$ cat config.mk
export PLATFORM = sky130hd
export DESIGN_NAME = bcd4decode
export DESIGN_NICKNAME = d
export VERILOG_FILES = /design/src/rtl/bcd4decode.sv
export SDC_FILE = /design/constraint.sdc
export NUM_CORES = 1
export LEC_CHECK = 0
export BUFFER_PORTS_ARGS = -buffer_cell sky130_fd_sc_hd__buf_4
export CORE_MARGIN = 2
export CORE_UTILIZATION = 45
export CTS_CLUSTER_DIAMETER = 200
export DETAILED_ROUTE_END_ITERATION = 8
export PLACE_DENSITY = 0.64
export SETUP_SLACK_MARGIN = 0.2
export SLEW_MARGIN = 40
export SYNTH_ARGS = -nofsm -noshare
export SYNTH_HDL_FRONTEND = slang
export SYNTH_SLANG_ARGS = --single-unit
$ cat constraint.sdc
create_clock -name clk -period 3.7 [get_ports clk]
set_input_delay 0.185 -clock clk [delete_from_list [all_inputs] [get_ports clk]]
set_output_delay 0.185 -clock clk [all_outputs]
set_load 0.01 [all_outputs]
$ cat src/rtl/bcd4decode.sv
// bcd4decode: sequential 4-digit BCD-to-binary converter (Horner, one digit per cycle)
//
// Ports:
//   clk    in   system clock, rising edge
//   rst    in   synchronous active-low reset
//   start  in   conversion request, honoured only while ready
//   A..D   in   BCD digits (A = ones ... D = thousands), captured on the accepting edge
//   value  out  registered binary result (VALUE_W bits)
//   err    out  registered illegal-digit flag of the last conversion
//   ready  out  high while idle
//
// Build option: define BCD_BLANK_EN to accept leading 0xF digits as blanks worth 0.
module bcd4decode #(
    parameter int VALUE_W = 14
) (
    input  logic               clk,
    input  logic               rst,
    input  logic               start,
    input  logic [3:0]         A,
    input  logic [3:0]         B,
    input  logic [3:0]         C,
    input  logic [3:0]         D,
    output logic [VALUE_W-1:0] value,
    output logic               err,
    output logic               ready
);
    typedef enum logic [1:0] {
        S_IDLE  = 2'b00,
        S_LOAD  = 2'b01,
        S_ACCUM = 2'b11,
        S_DONE  = 2'b10
    } state_t;

    state_t             r_state;
    logic [3:0][3:0]    r_dig;
    logic [VALUE_W-1:0] r_acc;
    logic [1:0]         r_idx;
    logic               r_bad;
    logic [3:0]         w_over;
    logic [3:0]         w_eff;
    logic               w_bad;

    always_comb begin
        w_over = '0;
        for (int i = 0; i < 4; i++) w_over[i] = r_dig[i] > 4'd9;
    end

`ifdef BCD_BLANK_EN
    // A digit is a leading blank when it and every more-significant digit are 0xF.
    logic [3:0] w_lead;
    assign w_lead = {&r_dig[3], &r_dig[3:2], &r_dig[3:1], &r_dig};
    assign w_bad  = |(w_over & ~w_lead);
    assign w_eff  = w_lead[r_idx] ? 4'd0 : r_dig[r_idx];
`else
    assign w_bad  = |w_over;
    assign w_eff  = r_dig[r_idx];
`endif

    assign ready = r_state == S_IDLE;

    always_ff @(posedge clk) begin
        if (!rst) begin
            r_state <= S_IDLE;
            r_dig   <= {4{4'hF}};
            r_acc   <= '0;
            r_idx   <= 2'd3;
            r_bad   <= 1'b0;
            value   <= '0;
            err     <= 1'b0;
        end else begin
            case (r_state)
                S_IDLE: if (start) begin
                    r_dig   <= {D, C, B, A};
                    r_acc   <= '0;
                    r_idx   <= 2'd3;
                    r_state <= S_LOAD;
                end
                S_LOAD: begin
                    r_bad   <= w_bad;
                    r_state <= S_ACCUM;
                end
                S_ACCUM: begin
                    // acc*10 as acc*8 + acc*2
                    r_acc   <= (r_acc << 3) + (r_acc << 1) + VALUE_W'(w_eff);
                    r_idx   <= r_idx - 2'd1;
                    r_state <= r_idx == 2'd0 ? S_DONE : S_ACCUM;
                end
                default: begin
                    value   <= r_bad ? '0 : r_acc;
                    err     <= r_bad;
                    r_state <= S_IDLE;
                end
            endcase
        end
    end
endmodule

==> summary.md <==
| Metric | Value |
|---|---|
| Critical Path RT | `3.89 ns` |
| Area Overhead vs Synth | `13.0%` |
| Die area | `6590 um2` |
| Detailed Route WL | `5.61 mm` |
| Setup repair bufs after CTS | `0` |
| Ratio of cells with drive above 1 in the final layout | `14.6%` |
| MaxCap Viol Count | `0` |
| Pre-Repair DR Iteration Count | `4` |
| Min-delay worst type | `in2reg` |
| Die Width | `81.2 um` |
| Sw Ratio | `25.5%` |
| Vias in the first global route | `1931` |
| Distinct cells, synth | `41` |
| Ant diodes | `0` |
| Crit. End Element | `flip-flop` |
| Final slew viol count | `0` |
| Clk slew on worst S/H paths | `0.08 ns` |
| Gate Count Post-Synth | `312` |
| YS warnings | `0` |
| Ys async rst share | `0%` |
| Number of port buffers | `34` |
| Status | `complete, no violations` |
| Tightest Pin Transition | `0.603 ns` |
| Register area | `1000 um2` |
| CTS hold repair buffers | `0` |
| Initial antenna violation count | `0` |
| Final setup margin | `0.760 ns` |
| Synth Net Count | `356` |
| Die height | `81.2 um` |
| RSZ-0062 raised after global routing | `no` |
| Syn Area/Cell | `8.59 um2` |
| Post-Synthesis Cell Area | `2680 um2` |
| Final Setup Violations | `0` |
| Clk network pwr share | `29.5%` |
| Total CTS buffers | `5` |
| FF+latch count, synth | `50` |
| Largest net degree at the start of global routing | `48` |
| P per Cell Area | `331 nW/um2` |
| Placeable Area | `5850 um2` |
| Final ANT Viol Nets | `0` |
| TritonCTS clock tree | `yes` |
| Register area share after synthesis | `37.3%` |
| CP Data Arrival Time | `3.13 ns` |
| GRT overflow | `0` |
| Area of the multi-input gates | `1560 um2` |
| Fillers | `573` |
| FP Rows | `28` |
| WL/cell | `13.7 um` |
| CTS resizes | `0` |
| Gr usage total | `18.2%` |
| Normalized max-slew margin | `59.7%` |
| Final GP Congestion | `0.828` |
| Final Hold Viols | `0` |
| Leak | `1.31 nW` |
| CTS Buffer Depth | `2` |
| Pre-CTS worst setup slack | `0.774 ns` |
| Starting Density | `45.8%` |
| HPWL Detailed | `4.07 mm` |
| Clock sink count | `50` |
| Vias | `2164` |
| CP max FO | `5` |
| Switching power | `0.255 mW` |
| Number of H-tree levels | `2` |
| Global-route wire length before repair | `9.20 mm` |
| Setup TNS | `0 ns` |
| IO Pins | `35` |
| Setup crit start kind | `flip-flop` |
| Routed vias/inst | `5.28` |
| VDD IR-drop max | `0.220 mV` |
| Tcrit/Tclk final | `79.5%` |
| P_int | `0.746 mW` |
| Initial DRC count | `83` |
| Sequential Power Share | `58.2%` |
| Crit path time final | `2.94 ns` |
| # DRC | `0` |
| Fin nets | `379` |
| Combinational group share of total power | `12.3%` |
| Ys flop type | `dfxtp_1` |
| Number of enable flip-flop cells after synthesis | `0` |
| Clock Skews | `0.00506 ns` |
| Crit Path Class | `reg2reg` |
| Root buffer cell | `clkbuf_8` |
| Upper clock frequency limit | `340 MHz` |
| Later-pin clock latency in the skew report | `0.30 ns` |
## state kept, by name (all words and copies together), names as in the netlist
signal,flops
err,1
r_acc,14
r_bad,1
r_dig,16
r_idx,2
r_state,2
value,14
## critical path, cell delays in order, from the launching register on
cell      delay [ns]
dfxtp_1         0.49
mux4_2          0.55
ha_1            0.29
ha_1            0.23
fa_1            0.40
a21oi_1         0.31
o211ai_1        0.15
a21oi_1         0.20
xor2_1          0.17
o21ai_1         0.07
## cell usage in the layout (no fill, tap or decap), types with 4 or more instances in the layout
cell      count
nand2_1      50
dfxtp_1      50
buf_4        34
nand3_1      29
a21oi_1      24
ha_1         23
nor2b_1      16
nor3b_1      12
inv_1        11
o21ai_0      11
and2_1        8
xor2_1        7
o21ai_1       5
clkbuf_8      5
mux4_2        4
a21boi_0      4
nor2_1        4
o211ai_1      4
xnor2_1       4
## layout make-up
class / instances / share of cell area, %
Tap cell: 75 / 3.10
Sequential cell: 50 / 33.0
Timing Repair Buffer: 34 / 8.43
Inverter: 11 / 1.36
Multi-Input combinational cell: 233 / 51.5
Clock buffer: 7 / 2.52
## synthesized netlist by cell type, drive strengths merged, types with 2 or more instances
library cell,count,share of area [%]
a21boi,6,1.7
a21oi,25,4.8
a41oi,2,0.65
and2,9,2.1
and3,2,0.65
buf,5,1.2
clkbuf,13,1.8
dfxtp,50,37
fa,2,1.5
ha,23,11
inv,11,1.5
mux4,4,3.4
nand2,52,7.4
nand3,29,5.4
nor2,5,0.98
nor2b,16,3.7
nor3,2,0.37
nor3b,12,3.4
o211ai,5,1.6
o21a,2,0.56
o21ai,16,3.0
o21bai,2,0.56
xnor2,4,1.3
xor2,7,2.3
## logic make-up (layout without fill, tap and decap cells)
| family | Yosys count | after routing | synth area share (%) |
|---|---|---|---|
| AO/OA/AOI/OAI | 61 | 61 | 13.6 |
| XOR/XNOR | 11 | 11 | 3.59 |
| adder cells (fa/ha/maj) | 25 | 25 | 12.2 |
| buffers and inverters | 29 | 52 | 4.53 |
| flip-flops | 50 | 50 | 37.3 |
| multiplexers | 5 | 5 | 3.73 |
| AND/OR/NAND/NOR | 131 | 131 | 25.0 |
## through the flow
stage	utilization, %	hold slack, ns	power, mW	instances	cell area [um2]
2_1_floorplan	-	0.309	0.683	312	2680
3_3_place_gp	50.4	0.394	0.718	403	2950
3_5_place_dp	50.5	0.397	0.721	403	2950
4_1_cts	51.8	0.0779	1.01	410	3030
5_1_grt	51.8	0.0838	1.05	410	3030
6_report	51.8	0.0841	1.00	410	3030
## power by group through the flow
stage / Sequential (mW) / Clock, mW / Combinational, mW
2_1_floorplan: 0.583 / 0 / 0.0994
3_3_place_gp: 0.594 / 0 / 0.124
3_5_place_dp: 0.595 / 0 / 0.125
4_1_cts: 0.583 / 0.307 / 0.125
5_1_grt: 0.587 / 0.325 / 0.140
6_report: 0.583 / 0.295 / 0.123
## routing by layer
metal  track usage (%)  vias to the layer above  part of all wire (%)
li1                  -                     1123                     -
met1              24.1                      993                    48
met2              29.9                       43                    47
met3              3.44                        5                   4.0
met4              5.59                        0                  0.96
met5                 0                        -                     0
## worst paths after layout
kind / start / endpoint / slack [ns] / cells after the start
setup / recovery: r_idx[0] / r_acc[10] / 0.76 / 9
hold / removal: C[2] / r_dig[10] / 0.08 / 3
setup reg to reg: r_idx[0] / r_acc[10] / 0.76 / 9
hold reg to reg: r_dig[9] / r_dig[9] / 0.48 / 2
Note: power is estimated with default switching activity, not from simulation.
